[config.mk]
export PLATFORM = sky130hd
export DESIGN_NAME = hazard_ctrl_unit
export DESIGN_NICKNAME = d
export VERILOG_FILES = /design/src/rtl/hazard_ctrl_unit_pkg.sv /design/src/rtl/hazard_slot_pipe.sv /design/src/rtl/hazard_ctrl_unit.sv
export SDC_FILE = /design/constraint.sdc
export NUM_CORES = 1
export LEC_CHECK = 0
export BUFFER_PORTS_ARGS = -buffer_cell sky130_fd_sc_hd__buf_4
export CAP_MARGIN = 20
export CORE_ASPECT_RATIO = 0.5
export CORE_UTILIZATION = 49
export CTS_BUF_LIST = sky130_fd_sc_hd__clkbuf_8
export DETAILED_ROUTE_END_ITERATION = 10
export HOLD_SLACK_MARGIN = 0.06
export PLACE_DENSITY = 0.76
export SYNTH_ARGS = -nofsm -noshare
export SYNTH_HDL_FRONTEND = slang
export SYNTH_SLANG_ARGS = --single-unit
[constraint.sdc]
create_clock -name clk -period 3.39 [get_ports clk]
set_input_delay 0.339 -clock clk [delete_from_list [all_inputs] [get_ports clk]]
set_output_delay 0.339 -clock clk [all_outputs]
set_load 0.02 [all_outputs]
[src/rtl/hazard_ctrl_unit_pkg.sv]
// Shared types for the ID/IX hazard controller: the slot shadow of an in-flight
// destination register, the FSM encoding, and the register-match helper.
package hazard_ctrl_unit_pkg;
  localparam int REG_W = 5;

  typedef struct packed {
    logic             v;
    logic [REG_W-1:0] dest;
    logic             is_load;
  } slot_t;

  localparam slot_t SLOT_NONE = '0;

  typedef enum logic [1:0] {
    ST_RUN    = 2'd0,
    ST_BUBBLE = 2'd1,
    ST_FLUSH  = 2'd2
  } ctrl_state_e;

  // $0 is hardwired, so it never forms a dependency.
  function automatic logic reg_match(input logic [REG_W-1:0] x, input slot_t s);
    return s.v && (x != '0) && (x == s.dest);
  endfunction
endpackage

[src/rtl/hazard_slot_pipe.sv]
// Two-deep shadow of the destinations held in IX and MEM, plus the source
// match terms the controller needs for stalls and bypass selects.
module hazard_slot_pipe
  import hazard_ctrl_unit_pkg::*;
(
  input  logic             clk,
  input  logic             rst_n,
  input  logic             adv,
  input  slot_t            id_slot,
  input  logic [REG_W-1:0] rs,
  input  logic [REG_W-1:0] rt,
  output slot_t            ix_slot,
  output slot_t            mem_slot,
  output logic             rs_ix,
  output logic             rt_ix,
  output logic             rs_mem,
  output logic             rt_mem
);
  // Stall or kill pushes an empty slot into IX; MEM always follows IX.
  always_ff @(negedge clk or negedge rst_n) begin
    if (!rst_n) begin
      ix_slot  <= SLOT_NONE;
      mem_slot <= SLOT_NONE;
    end else begin
      mem_slot <= ix_slot;
      ix_slot  <= adv ? id_slot : SLOT_NONE;
    end
  end

  assign rs_ix  = reg_match(rs, ix_slot);
  assign rt_ix  = reg_match(rt, ix_slot);
  assign rs_mem = reg_match(rs, mem_slot);
  assign rt_mem = reg_match(rt, mem_slot);
endmodule

[src/rtl/hazard_ctrl_unit.sv]
// ID/IX sequencing controller: redirect kill, load-use bubble, and the
// MX/WX/WM bypass selects latched into ID/IX with the advancing instruction.
module hazard_ctrl_unit #(
  parameter int REG_W = hazard_ctrl_unit_pkg::REG_W,
  parameter int CNT_W = 16
) (
  input  logic             clk,
  input  logic             rst_n,
  input  logic             id_valid,
  input  logic [REG_W-1:0] id_rs,
  input  logic [REG_W-1:0] id_rt,
  input  logic             id_uses_rs,
  input  logic             id_uses_rt,
  input  logic             id_is_store,
  input  logic             id_is_load,
  input  logic             id_write_to_reg,
  input  logic [REG_W-1:0] id_dest,
  input  logic             ix_redirect,
  output logic             stall_id,
  output logic             flush_id,
  output logic             hold_if,
  output logic             flush_if,
  output logic             mx_op1_bypass,
  output logic             mx_op2_bypass,
  output logic             wx_op1_bypass,
  output logic             wx_op2_bypass,
  output logic             wm_data_bypass,
  output logic [1:0]       ctrl_state,
  output logic [CNT_W-1:0] stall_cnt,
  output logic [CNT_W-1:0] flush_cnt
);
  import hazard_ctrl_unit_pkg::*;

  slot_t       id_slot, ix_slot, mem_slot;
  logic        rs_ix, rt_ix, rs_mem, rt_mem;
  logic        load_use, advance;
  ctrl_state_e state_q, state_d;

  assign id_slot = '{v: id_valid & id_write_to_reg, dest: id_dest, is_load: id_is_load};

  hazard_slot_pipe u_slot_pipe (
    .clk      (clk),
    .rst_n    (rst_n),
    .adv      (advance),
    .id_slot  (id_slot),
    .rs       (id_rs),
    .rt       (id_rt),
    .ix_slot  (ix_slot),
    .mem_slot (mem_slot),
    .rs_ix    (rs_ix),
    .rt_ix    (rt_ix),
    .rs_mem   (rs_mem),
    .rt_mem   (rt_mem)
  );

  // Store data from an IX load is covered by the WM path, so it never stalls.
  assign load_use = id_valid & ix_slot.is_load &
                    ((id_uses_rs & rs_ix) | (id_uses_rt & rt_ix & ~id_is_store));
  assign advance  = rst_n & ~ix_redirect & ~load_use;

  always_ff @(negedge clk or negedge rst_n) begin
    if (!rst_n) state_q <= ST_RUN;
    else        state_q <= state_d;
  end

  always_comb begin
    state_d        = ST_RUN;
    stall_id       = 1'b0;
    flush_id       = 1'b0;
    hold_if        = 1'b0;
    flush_if       = 1'b0;
    mx_op1_bypass  = 1'b0;
    mx_op2_bypass  = 1'b0;
    wx_op1_bypass  = 1'b0;
    wx_op2_bypass  = 1'b0;
    wm_data_bypass = 1'b0;
    if (!rst_n) begin
      state_d = ST_RUN;
    end else if (ix_redirect) begin
      state_d  = ST_FLUSH;
      flush_id = 1'b1;
      flush_if = 1'b1;
    end else if (load_use) begin
      state_d  = ST_BUBBLE;
      stall_id = 1'b1;
      hold_if  = 1'b1;
    end else begin
      // IX result is younger than MEM, so MX suppresses WX on the same operand.
      mx_op1_bypass  = id_uses_rs & rs_ix & ~ix_slot.is_load;
      mx_op2_bypass  = id_uses_rt & rt_ix & ~ix_slot.is_load;
      wx_op1_bypass  = id_uses_rs & rs_mem & ~mx_op1_bypass;
      wx_op2_bypass  = id_uses_rt & rt_mem & ~mx_op2_bypass;
      wm_data_bypass = id_is_store & id_uses_rt & rt_ix & ix_slot.is_load;
    end
  end

  assign ctrl_state = state_q;

  always_ff @(negedge clk or negedge rst_n) begin
    if (!rst_n) begin
      stall_cnt <= '0;
      flush_cnt <= '0;
    end else begin
      if (stall_id && !(&stall_cnt)) stall_cnt <= stall_cnt + 1'b1;
      if (flush_id && !(&flush_cnt)) flush_cnt <= flush_cnt + 1'b1;
    end
  end
endmodule

==> impl_summary.txt <==
----------------------------------------------------
[Placement]
  Number of input and output port buffers inserted ... 66
  Post-detailed-placement cell area ... ~3100 um^2
  Placed instance count ... 360
  Half-perimeter wire length of the detailed placement result ... just over 4000 um
  Placer Congestion ... roughly 0.86
  Worst slack after detailed placement ... -528 ps

[Floorplanning]
  Core Footprint ... about 4500 um^2
  Top-Level Pins ... 67
  Die boundary width ... around 99 um
  Initial Utilization ... 0.519
  Die footprint ... approximately 5000 um^2
  Die height ... roughly 50 um
  Num rows ... 17

[Pwr]
  Net switching fraction of the power ... 0.283
  Fraction of power consumed by the clock network ... 0.303
  Total Power Consumption ... about 1.3 mW
  Leakage ... between 1.5 and 2 nW
  Cell-internal power ... 0.941 mW
  VDD IR max ... slightly below 0.0004 V
  Proportion of power drawn by combinational gates ... 0.197
  Net switching power ... approximately 0.37 mW
  Power per cell area ... about 380 nW/um^2
  Share of total power in sequential cells ... 0.500

[CTS]
  Clk slew on worst S/H paths ... 50 ps
  Total CTS buffers ... 5
  Library cell used as clock root buffer ... sky130_fd_sc_hd__clkbuf_8
  Clk sinks ... 47
  Clock latency of the later-clocked register in the worst-skew pair ... approximately 300 ps
  Hold bufs inserted after CTS ... 0
  TritonCTS clock tree ... built
  Number of H-tree levels ... 2
  Clock buffer depth ... 2

[Synth]
  Proportion of register bits with asynchronous set or reset after synthesis ... 1.00
  Share of synthesized area occupied by flip-flops and latches ... 0.507
  Primary flip-flop cell chosen by synthesis mapping ... sky130_fd_sc_hd__dfrtn_1
  Net count of the mapped netlist ... between 200 and 250
  Number of synthesized flops with an enable pin ... 0
  Cell type with the highest aggregate area in the netlist ... sky130_fd_sc_hd__dfrtn_1
  Warnings from Yosys ... 0
  Number of distinct library cells after synthesis ... 36
  Synthesized area divided by synthesized cell count ... around 11 um^2
  Cell types occupying the most area after synthesis ... sky130_fd_sc_hd__dfrtn_1 51%, sky130_fd_sc_hd__xnor2_1 10%, sky130_fd_sc_hd__xor2_1 7.6%
  Synth cell count leaders ... 47 x sky130_fd_sc_hd__dfrtn_1, 27 x sky130_fd_sc_hd__xnor2_1, 24 x sky130_fd_sc_hd__nand2_1
  Number of register bits inferred by synthesis ... 47
  Cell area after synthesis ... between 2000 and 2500 um^2
  Most frequently used cell type in the post-synthesis netlist ... sky130_fd_sc_hd__dfrtn_1
  Share of the synthesized area in the top cell type ... 0.507
  Cell count after synthesis ... 217

[Drt]
  Antenna-violating nets left ... 0
  Detailed Route Iter0 Violations ... 74
  Routed len/inst ... 15.7 um
  Average via count per standard cell ... between 5 and 6
  DRT Pass-1 Iters ... 4
  Total vias in the final route ... around 2k
  Final routed DRC violation total ... 0
  Routed Wire Length ... 5890 um

[Critical path]
  Worst endpoint data arrival time ... around 3900 ps
  Required time at the endpoint of the critical path ... 3050 ps
  Reg2Reg Launch Point ... u_slot_pipe.ix_slot[1]$_DFF_NN0_
  Worst Setup SP ... u_slot_pipe.ix_slot[3]$_DFF_NN0_
  Critical path capture point type ... output port
  Worst setup SP type ... flop
  Highest fanout seen on the critical path ... 3
  CP Class ... flop to output port

[Worst hold path]
  Kind of path behind the tightest hold check ... flop to flop
  Hold wc startpoint ... u_slot_pipe.ix_slot[5]$_DFF_NN0_

[Finish]
  Post-route cell area ... 3440 um^2
  Nets ... around 350
  Fraction of layout instances using a drive strength above 1 ... 0.433
  FILL cells ... ~310
  # diodes ... 0
  Fin util ... 0.769
  Area Overhead vs Synth ... 48.2%
  Post-Layout Cell Count ... about 380

[Status]
  Violations in the final reports ... negative setup slack
  Run status ... complete, but fails checks

[STA]
  Clock skew after layout ... between 6 and 7 ps
  Headroom to the max-slew limit ... 0.627
  Fin. max-slew vios ... 0
  Pin slew with the least headroom to its limit ... between 500 and 600 ps
  Smallest setup slack after layout ... -809 ps
  Setup-violating endpoint count in the final report ... 29
  Count of final hold-check violations ... 0
  Hold slack final ... 378 ps
  RSZ-0062 raised after global routing ... true
  Total negative setup slack ... -9610 ps

[Global routing]
  Largest net degree at the start of global routing ... 46
  Via count of the first global-routing pass ... 1885
  GR Overflow Total ... 0
  Initial antenna violation count ... 0
  All-Layer GR Usage ... 0.238
  Wire length of the first global-routing pass ... 9140 um

[Job]
  Number of max-cap violations ... 0

----------------------------------------------------
-- cells by family after synthesis --
kind of cell,Yosys count,synth area share
muxes,4,0.0194
AOI/OAI and AO/OA,12,0.0437
and+or+nand+nor,98,0.223
DFF,47,0.507
xor gates and xnor gates,47,0.178
adders and majority gates,2,0.0108
buffers and inverters,7,0.0178
-- cell usage in the layout, fill, tap and decap left out, drive strengths merged, types with 2 or more instances in the layout --
cell	count
buf	97
dfrtn	47
xnor2	27
nand2	24
xor2	20
nor2	12
nand3	11
nor3	11
nand4	10
and2	8
and3	7
clkbuf	6
inv	5
a21oi	4
nor4	4
mux2	4
nand2b	3
or4	3
o21ai	2
o211ai	2
ha	2
-- sequential cells by signal (all words and copies together) (netlist names) --
signal and count:
flush_cnt 16, u_slot_pipe.ix_slot 7, ctrl_state 2, stall_cnt 16
u_slot_pipe.mem_slot 6
-- cell type report --
cell class | instances | area, um^2 | area share
Multi-Input combinational cell | 163 | 1270 | 0.371
Sequential cell | 47 | 1180 | 0.342
Timing Repair Buffer | 98 | 796 | 0.232
Tap cell | 57 | 71.3 | 0.0208
Clock buffer | 5 | 68.8 | 0.0200
Clock inverter | 2 | 33.8 | 0.00983
Inverter | 4 | 15.0 | 0.00437
-- worst max-delay path, cell delays in order, from the launching register on --
cell and delay (ps):
sky130_fd_sc_hd__dfrtn_1 460, sky130_fd_sc_hd__xnor2_1 140, sky130_fd_sc_hd__nand4_1 160, sky130_fd_sc_hd__or4_4 520
sky130_fd_sc_hd__a21o_4 240, sky130_fd_sc_hd__nor3_4 190, sky130_fd_sc_hd__buf_6 160
-- power by group through the flow --
stage	logic (mW)	registers (mW)	clock network (mW)
final	0.258	0.657	0.397
after global routing	0.281	0.660	0.432
after CTS	0.252	0.656	0.406
after detailed placement	0.250	0.665	0
after global placement	0.243	0.661	0
after floorplan	0.0822	0.698	0
-- path summary, 6_finish.rpt --
path                                                     end  slack, ps  cells after the start
min                        u_slot_pipe.mem_slot[5]$_DFF_NN0_        380                      0
max reg2reg                         stall_cnt[1]$_DFFE_NN0P_       1060                      9
min reg2reg                u_slot_pipe.mem_slot[5]$_DFF_NN0_        380                      0
max in group asynchronous  u_slot_pipe.mem_slot[2]$_DFF_NN0_       1240                      2
min in group asynchronous          stall_cnt[10]$_DFFE_NN0P_       1510                      2
max                                                 stall_id       -810                      6
-- routing by layer --
layer	vias to the layer above	GRT usage	part of all wire
li1	947	-	-
met4	0	0.0662	0.0090
met2	71	0.400	0.49
met5	-	0	0
met3	10	0.0432	0.059
met1	965	0.321	0.44
-- what timing repair did --
item,4_1_cts,5_1_grt
setup endpoints to repair,28,30
pin swaps,8,7
resized for setup,13,11
gates cloned,1,0
setup buffers,4,4
No activity file was read; power rests on OpenSTA's default activity.
